[src/rtl/aes_pkg.sv]
// aes_pkg: shared AES types, GF(2^8) helpers and InvMixColumns FSM states.
package aes_pkg;
  localparam logic [7:0] AES_POLY = 8'h1B;
  typedef logic [127:0] aes_state_t;
  typedef logic [31:0] aes_word_t;
  typedef enum logic [1:0] {IDLE, BUSY, DONE} imc_state_e;
  function automatic logic [7:0] xtime(input logic [7:0] b);
    return {b[6:0], 1'b0} ^ (b[7] ? AES_POLY : 8'h00);
  endfunction
endpackage

[src/rtl/inv_mix_column_iter_if.sv]
// inv_mix_column_iter_if: state in/out handshake bus plus busy flag (slave = the block).
interface inv_mix_column_iter_if;
  import aes_pkg::*;
  logic in_valid;
  logic in_ready;
  aes_state_t in_data;
  logic out_valid;
  logic out_ready;
  aes_state_t out_data;
  logic busy;
  modport master (output in_valid, in_data, out_ready, input in_ready, out_valid, out_data, busy);
  modport slave (input in_valid, in_data, out_ready, output in_ready, out_valid, out_data, busy);
endinterface

[src/rtl/inv_mix_column_iter_col.sv]
// inv_mix_single_column: combinational InvMixColumns of one column (col_i -> col_o, byte [31:24] = row 0).
module inv_mix_single_column
  import aes_pkg::*;
(
  input  aes_word_t col_i,
  output aes_word_t col_o
);
  logic [7:0] b0, b1, b2, b3, u, v, p0, p1, p2, p3, t;
  assign {b0, b1, b2, b3} = col_i;
  // Pre-multiply by {04}x^2+{05}, then the forward MixColumns gives the inverse matrix.
  assign u = xtime(xtime(b0 ^ b2));
  assign v = xtime(xtime(b1 ^ b3));
  assign {p0, p1, p2, p3} = {b0 ^ u, b1 ^ v, b2 ^ u, b3 ^ v};
  assign t = p0 ^ p1 ^ p2 ^ p3;
  assign col_o = {p0 ^ t ^ xtime(p0 ^ p1), p1 ^ t ^ xtime(p1 ^ p2),
                  p2 ^ t ^ xtime(p2 ^ p3), p3 ^ t ^ xtime(p3 ^ p0)};
endmodule

[src/rtl/inv_mix_column_iter.sv]
// inv_mix_column_iter: iterative InvMixColumns, COLS_PER_CYCLE columns per clock; ports clk, rst, bus (slave).
module inv_mix_column_iter
  import aes_pkg::*;
#(
  parameter int COLS_PER_CYCLE = 1
) (
  input logic clk,
  input logic rst,
  inv_mix_column_iter_if.slave bus
);
  localparam int NUM_PASSES = 4 / COLS_PER_CYCLE;
  if (COLS_PER_CYCLE != 1 && COLS_PER_CYCLE != 2 && COLS_PER_CYCLE != 4) begin : g_bad_cfg
    $error("COLS_PER_CYCLE must be 1, 2 or 4");
  end
  imc_state_e state_q, state_d;
  aes_state_t work_q, work_d, mixed;
  logic [1:0] cnt_q, cnt_d;
  logic rdy_q, rdy_d, vld_q, vld_d, busy_q, busy_d;
  logic [1:0] idx [COLS_PER_CYCLE];
  aes_word_t col_out [COLS_PER_CYCLE];
  for (genvar g = 0; g < COLS_PER_CYCLE; g++) begin : g_col
    assign idx[g] = 2'(int'(cnt_q) * COLS_PER_CYCLE + g);
    inv_mix_single_column u_col (.col_i(work_q[{idx[g], 5'b0} +: 32]), .col_o(col_out[g]));
  end
  always_comb begin
    mixed = work_q;
    for (int i = 0; i < COLS_PER_CYCLE; i++) mixed[{idx[i], 5'b0} +: 32] = col_out[i];
  end
  wire last = cnt_q == 2'(NUM_PASSES - 1);
  always_comb begin
    state_d = state_q;
    work_d = work_q;
    cnt_d = cnt_q;
    case (state_q)
      IDLE: if (bus.in_valid && rdy_q) begin
        state_d = BUSY;
        work_d = bus.in_data;
        cnt_d = '0;
      end
      BUSY: begin
        work_d = mixed;
        cnt_d = last ? '0 : cnt_q + 1'b1;
        state_d = last ? DONE : BUSY;
      end
      DONE: state_d = bus.out_ready ? IDLE : DONE;
      default: state_d = IDLE;
    endcase
    // Outputs are registered from the next state so they settle on the same edge as the state.
    rdy_d = state_d == IDLE;
    vld_d = state_d == DONE;
    busy_d = state_d != IDLE;
  end
  always_ff @(posedge clk or posedge rst) begin
    if (rst) begin
      state_q <= IDLE;
      work_q <= '0;
      cnt_q <= '0;
      rdy_q <= 1'b0;
      vld_q <= 1'b0;
      busy_q <= 1'b0;
    end else begin
      state_q <= state_d;
      work_q <= work_d;
      cnt_q <= cnt_d;
      rdy_q <= rdy_d;
      vld_q <= vld_d;
      busy_q <= busy_d;
    end
  end
  assign bus.in_ready = rdy_q;
  assign bus.out_valid = vld_q;
  assign bus.out_data = work_q;
  assign bus.busy = busy_q;
endmodule

[src/flat_wrapper.sv]
// flat-port wrapper written by rule: the top's interface ports become plain ports
module inv_mix_column_iter_flat import aes_pkg::*;
#(
  parameter int COLS_PER_CYCLE = 1
)
  (clk, rst, bus_in_valid, bus_in_data, bus_out_ready, bus_in_ready, bus_out_valid, bus_out_data, bus_busy);
  inv_mix_column_iter_if bus_i ();
  input logic clk;
  input logic rst;
  input wire logic [$bits(bus_i.in_valid)-1:0] bus_in_valid;
  input wire logic [$bits(bus_i.in_data)-1:0] bus_in_data;
  input wire logic [$bits(bus_i.out_ready)-1:0] bus_out_ready;
  output wire logic [$bits(bus_i.in_ready)-1:0] bus_in_ready;
  output wire logic [$bits(bus_i.out_valid)-1:0] bus_out_valid;
  output wire logic [$bits(bus_i.out_data)-1:0] bus_out_data;
  output wire logic [$bits(bus_i.busy)-1:0] bus_busy;
  assign bus_i.in_valid = bus_in_valid;
  assign bus_i.in_data = bus_in_data;
  assign bus_i.out_ready = bus_out_ready;
  assign bus_in_ready = bus_i.in_ready;
  assign bus_out_valid = bus_i.out_valid;
  assign bus_out_data = bus_i.out_data;
  assign bus_busy = bus_i.busy;
  inv_mix_column_iter #(.COLS_PER_CYCLE(COLS_PER_CYCLE)) u_core (.clk(clk), .rst(rst), .bus(bus_i));
endmodule
[config.mk]
export PLATFORM = sky130hd
export DESIGN_NAME = inv_mix_column_iter_flat
export DESIGN_NICKNAME = d
export VERILOG_FILES = /design/src/rtl/aes_pkg.sv /design/src/rtl/inv_mix_column_iter_if.sv /design/src/rtl/inv_mix_column_iter_col.sv /design/src/rtl/inv_mix_column_iter.sv /design/src/flat_wrapper.sv
export SDC_FILE = /design/constraint.sdc
export NUM_CORES = 1
export LEC_CHECK = 0
export BUFFER_PORTS_ARGS = -buffer_cell sky130_fd_sc_hd__buf_4
export CAP_MARGIN = 20
export CORE_MARGIN = 2
export CORE_UTILIZATION = 57
export DETAILED_ROUTE_END_ITERATION = 12
export PLACE_DENSITY = 0.91
export SLEW_MARGIN = 20
export SYNTH_ARGS = -nofsm -noshare
export SYNTH_HDL_FRONTEND = slang
export SYNTH_SLANG_ARGS = --single-unit
[constraint.sdc]
create_clock -name clk -period 9 [get_ports clk]
set_input_delay 1.35 -clock clk [delete_from_list [all_inputs] [get_ports clk]]
set_output_delay 1.35 -clock clk [all_outputs]
set_load 0.005 [all_outputs]
Yosys cells after proc, flatten, opt, wreduce, memory -nomap -nowiden
Cells that the tools add are included.
{"block": "totals", "input_bits": 132, "ff_bits": 135}
{"block": "classes", "addsub": 2, "muxes": 18, "shifts": 3, "n_reduce_logical": 6, "bitwise_logic": 28, "eq_ne": 5}
{"operator": "$pmux W128 S2", "count": 1}
{"operator": "$xor A8 B8 Y8", "count": 20}
{"operator": "$bwmux W128", "count": 1}
{"operator": "$mux W128", "count": 1}
{"operator": "$shift A32 B9 Y128 const A", "count": 1}
{"operator": "$shiftx A128 B8 Y32", "count": 1}
{"operator": "$shiftx A32 B9 Y128", "count": 1}
{"operator": "$xor A8 B5 Y8", "count": 8}
{"operator": "$mux W5", "count": 8}
{"operator": "$mux W2", "count": 5}
{"operator": "$neg A7 Y9", "count": 1}
{"operator": "$eq A2 B2 Y1 const B", "count": 3}
{"operator": "$pmux W2 S3", "count": 1}
{"operator": "$logic_not A2 Y1", "count": 2}
{"operator": "$pmux W2 S2", "count": 1}
{"operator": "$reduce_bool A2 Y1", "count": 2}
{"operator": "$add A2 B1 Y2 const B", "count": 1}
{"operator": "$eq A2 B1 Y1 const B", "count": 1}
{"operator": "$ne A2 B1 Y1 const B", "count": 1}
{"operator": "$reduce_and A2 Y1", "count": 1}
{"operator": "$logic_and A1 B1 Y1", "count": 1}

Logic depth before layout (Yosys ltp)
{"block": "depth", "depth_word": 15, "mapped_depth": 14, "depth_no_buf": 7}

By module
A second synthesis with hierarchy kept.
{"block": "unflattened", "hier_cells": 800, "area_unflattened_um2": 9755.6}
{"mod": "inv_mix_column_iter", "seq_area_each_um2": 3378.2, "cells_per_inst": 629, "instances": 1, "area_per_inst_um2": 7897.6}
{"mod": "inv_mix_single_column", "seq_area_each_um2": 0.0, "cells_per_inst": 171, "instances": 1, "area_per_inst_um2": 1858.0}

Worst setup path after synthesis
No wires, ideal clock.
{"block": "synth_timing", "path_type": "register to register", "start": "reg u_core.cnt_q[0]", "end": "reg u_core.work_q[125], in the netlist u_core.bus.out_data[125]", "path_stages_with_launch": 9, "slack_ps": 5773, "required_ps": 8877, "setup_ps": 123, "t_arrival_ps": 3104, "path_buffers": 1, "path_cell_list": "dfrtp_1 -> buf_6 -> mux4_2 -> xnor3_2 -> xnor3_1 -> xnor3_2 -> xnor3_2 -> a221oi_2 -> nor2_1"}
{"block": "synth_between", "elab_chain_len": 14, "word_cells_on_any_way": 42, "classes_between": "1 x add/sub; 3 x shift; 10 x mux; 28 x bitwise"}
{"item": "from (decl)", "line_no": "inv_mix_column_iter.sv:17", "rtl": "logic [1:0] cnt_q, cnt_d;"}
{"item": "from (signal assigned)", "line_no": "inv_mix_column_iter.sv:64", "rtl": "cnt_q <= cnt_d;"}
{"item": "$shiftx A128 B8 Y32", "line_no": "inv_mix_column_iter.sv:23", "rtl": "inv_mix_single_column u_col (.col_i(work_q[{idx[g], 5'b0} +: 32]), .col_o(col_out[g]));"}
{"item": "$xor A8 B8 Y8, on equally long branches", "line_no": "inv_mix_column_iter_col.sv:11, inv_mix_column_iter_col.sv:12"}
{"item": "$xor A8 B5 Y8 or $mux W5 (tied branches)", "line_no": "aes_pkg.sv:8", "rtl": "return {b[6:0], 1'b0} ^ (b[7] ? AES_POLY : 8'h00);"}
{"item": "$mux W5 or $xor A8 B5 Y8 (tied branches)", "line_no": "aes_pkg.sv:8"}
{"item": "$xor A8 B5 Y8", "line_no": "aes_pkg.sv:8"}
{"item": "$xor A8 B8 Y8", "line_no": "inv_mix_column_iter_col.sv:13", "rtl": "assign {p0, p1, p2, p3} = {b0 ^ u, b1 ^ v, b2 ^ u, b3 ^ v};"}
{"item": "$xor A8 B8 Y8", "line_no": "inv_mix_column_iter_col.sv:14, inv_mix_column_iter_col.sv:15"}
{"item": "$xor A8 B8 Y8 (2 in a row)", "line_no": "inv_mix_column_iter_col.sv:14", "rtl": "assign t = p0 ^ p1 ^ p2 ^ p3;"}
{"item": "$xor A8 B8 Y8, on equally long branches (2 in a row)", "line_no": "inv_mix_column_iter_col.sv:16, inv_mix_column_iter_col.sv:15"}
{"item": "$shiftx A32 B9 Y128", "line_no": "inv_mix_column_iter.sv:27", "rtl": "for (int i = 0; i < COLS_PER_CYCLE; i++) mixed[{idx[i], 5'b0} +: 32] = col_out[i];"}
{"item": "$bwmux W128 *", "line_no": "inv_mix_column_iter.sv:27"}
{"item": "$pmux W128 S2 *", "line_no": "inv_mix_column_iter.sv:34", "rtl": "case (state_q)"}
{"item": "to (signal assigned)", "line_no": "inv_mix_column_iter.sv:63", "rtl": "work_q <= work_d;"}
{"item": "to (decl)", "line_no": "inv_mix_column_iter.sv:16", "rtl": "aes_state_t work_q, work_d, mixed;"}
Every way passes the cells marked *; elsewhere a longest branch is shown, timed or not.
A chain may end at the register's enable or synchronous reset.

Final worst setup path
{"block": "layout_timing", "start": "reg u_core.cnt_q[0]", "end": "reg u_core.work_q[52], in the netlist u_core.bus.out_data[52]"}
Same word-level chain as after synthesis.

==> metrics.yaml <==
yosys_warnings: 0
min_period_over_period_pct: 49.4
max_stage_delay_ns: 0.76
io_buffers: 262
die-area_mm2: 0.0163
n_fill_cell: 895
period_minus_slack_ns: 4.44
clk_pin_slew_worst_paths_ns: 0.07
io_pins: 263
h-tree-depth: 4
crit_slowest_cell: "dfrtp_2"
cp-start-kind: "register"
antenna_found_initial: 1
firstDrtPassIters: 6
cts_tree: "done"
die_w_um: 128
clockBufferDepth: 2
area_growth_pct: 31.1
ant_nets: 0
overflow: 0
fmax_ghz: 0.225
via_per_inst: 7.03
cp-end-kind: "register"
grt_max_degree: 76
critPathKind: "reg -> reg"
post-route-drc-count: 0
setup_viol: 0
critical_path_peak_fanout: 28
hp-class: "reg -> reg"
cp_num_cells: 8
yosysUniqueCellTypes: 42
required_ns: 9.30
cts_inserted_buffers: 17
holdBufCountCts: 0
core_area_mm2: 0.0151
max-slew-margin-rel_pct: 31.4
insertion_delay_ns: 0.45
cp.arrival_ns: 4.75
cts_sinks: 135
cts_setup_buffers: 0
grt.total_usage_pct: 40.7
syn-num-nets: 943
cts_resized: 0
ys_seq_area_share_pct: 38.7
cts_root_buf: "clkbuf_16"
grt_pass1_wl_um: 49800
wl_per_cell_um: 26.7
outcome: "complete, no violations"
finalHoldViolCount: 0
cp_num_buf_inv: 1
synthCells: 807
drive_gt1_share_pct: 35.0
dp_hpwl_um: 21300
drtIter0Drc: 1385
syn_area_mm2: 0.00874
worst_pin_slew_ns: 1.03
nets: 1173
r2r_cells: 8
die_h_um: 128
routed_wirelength_um: 33100
cap_violations: 0
syn_avg_cell_area_um2: 10.8
finalMaxSlewViolations: 0
place.gp.congestion: 0.943
ys_ff_latch: 135
first_global_vias: 8486
min_path_cells: 2
vias: 8707
cp_cell_sequence: "buf_4 > mux4_2 > xnor3_1 > xor3_1 > xnor2_1 > xnor3_1 > a221oi_1 > nor2_1"
row_count: 45
crit_family: "XOR/XNOR gates"
tns_ns: 0
rsz0062_at_grt: "false"
cpMostUsedCell: "xnor3_1"
start_util_pct: 57.9
skew_ns: 0.0139
[worst reg2reg max path, stage by stage, from the launching register on]
cell and delay (ns):
dfrtp_2 0.76, buf_4 0.53, mux4_2 0.65, xnor3_1 0.56
xor3_1 0.49, xnor2_1 0.22, xnor3_1 0.54, a221oi_1 0.41
nor2_1 0.13
[cells in the final DEF (no fill, tap or decap), types with 4 or more instances in the layout]
master	instances
a21oi_1	16
a21oi_4	4
a221oi_1	60
a221oi_2	4
a22oi_1	4
a2bb2oi_1	44
buf_4	271
bufinv_16	5
clkbuf_16	17
dfrtp_1	134
ha_1	4
mux4_2	32
nand2_1	61
nand3_1	4
nor2_1	143
o21a_1	4
o21ai_0	53
o21ai_1	4
o22ai_1	8
xnor2_1	76
xnor2_2	6
xnor3_1	22
xnor3_2	7
xor2_1	22
xor2_2	4
xor3_1	6
[state kept, by name, indices dropped and copies added, names as in the netlist]
name,flops
u_core.bus.out_valid,1
u_core.bus.out_data,128
u_core.bus.busy,1
u_core.state_q,2
u_core.bus.in_ready,1
u_core.cnt_q,2
[per-layer routing]
| metal | share of wire (%) | track usage (%) |
|---|---|---|
| met5 | 0 | 0 |
| met4 | 6.7 | 23.9 |
| met3 | 13 | 12.1 |
| met2 | 47 | 64.4 |
| met1 | 33 | 50.0 |
[worst paths after layout]
| path | from | end | slack, ns |
|---|---|---|---|
| worst max-delay path | u_core.cnt_q[0] | u_core.bus.out_data[52] | 4.56 |
| min in group asynchronous | rst | u_core.state_q[1] | 1.07 |
| worst max register to register | u_core.cnt_q[0] | u_core.bus.out_data[52] | 4.56 |
| worst min register to register | u_core.bus.out_data[47] | u_core.bus.out_data[47] | 0.52 |
| worst min-delay path | u_core.bus.out_data[47] | u_core.bus.out_data[47] | 0.52 |
| max in group asynchronous | rst | u_core.cnt_q[0] | 6.49 |
[synthesized netlist by cell type, drive strengths merged]
master,number,area [um^2]
xnor3,29,662
clkbuf,49,184
and3,3,18.8
buf,11,93.8
xor3,7,168
nor2,143,537
xor2,26,258
nand2b,1,6.26
or3,1,6.26
o22ai,8,50.1
a21oi,20,100
nand4,1,6.26
dfrtp,135,3380
a22oi,4,30.0
nor2b,3,18.8
and4,1,8.76
a221oi,64,586
xnor2,85,846
a2bb2oi,44,385
nor3,1,5.00
inv,4,15.0
nand2,61,229
a22o,2,17.5
or2,1,6.26
nand3,4,20.0
o21a,4,30.0
o31ai,2,15.0
ha,4,50.1
o21ai,57,285
mux4,32,721
[cells by family (layout without fill, tap and decap cells)]
| logic type | Yosys count | in the layout | share of synthesized area [%] |
|---|---|---|---|
| xor+xnor | 147 | 147 | 22.1 |
| other cells | 0 | 1 | 0 |
| fa+ha+maj | 4 | 4 | 0.573 |
| buf+inv | 64 | 307 | 3.35 |
| flops | 135 | 135 | 38.7 |
| mux | 32 | 32 | 8.25 |
| simple gates | 220 | 220 | 9.87 |
| compound gates | 205 | 205 | 17.2 |
[final cells by class]
type | instances | area [um^2] | area share [%]
Multi-Input combinational cell | 608 | 5120 | 44.8
Antenna cell | 1 | 2.50 | 0.0219
Timing Repair Buffer | 271 | 2030 | 17.8
Inverter | 4 | 17.5 | 0.153
Tap cell | 188 | 235 | 2.05
Sequential cell | 135 | 3380 | 29.5
Clock buffer | 21 | 460 | 4.02
Clock inverter | 11 | 195 | 1.70
[through the flow]
stage | instance area (um^2) | cells | utilization, % | hold slack, ns | setup slack, ns
CTS | 11400 | 1238 | 75.9 | 0.514 | 4.63
floorplan | 8740 | 807 | - | 0.490 | 4.04
global placement | 10800 | 1206 | 71.5 | 0.486 | 4.94
finish | 11400 | 1239 | 75.9 | 0.516 | 4.56
global route | 11400 | 1239 | 75.9 | 0.532 | 4.45
detailed placement | 10800 | 1206 | 71.5 | 0.497 | 4.78
Power is left out: the tool's default activity adds up to more than one toggle a clock period on the data nets, which glitch-free logic cannot reach.
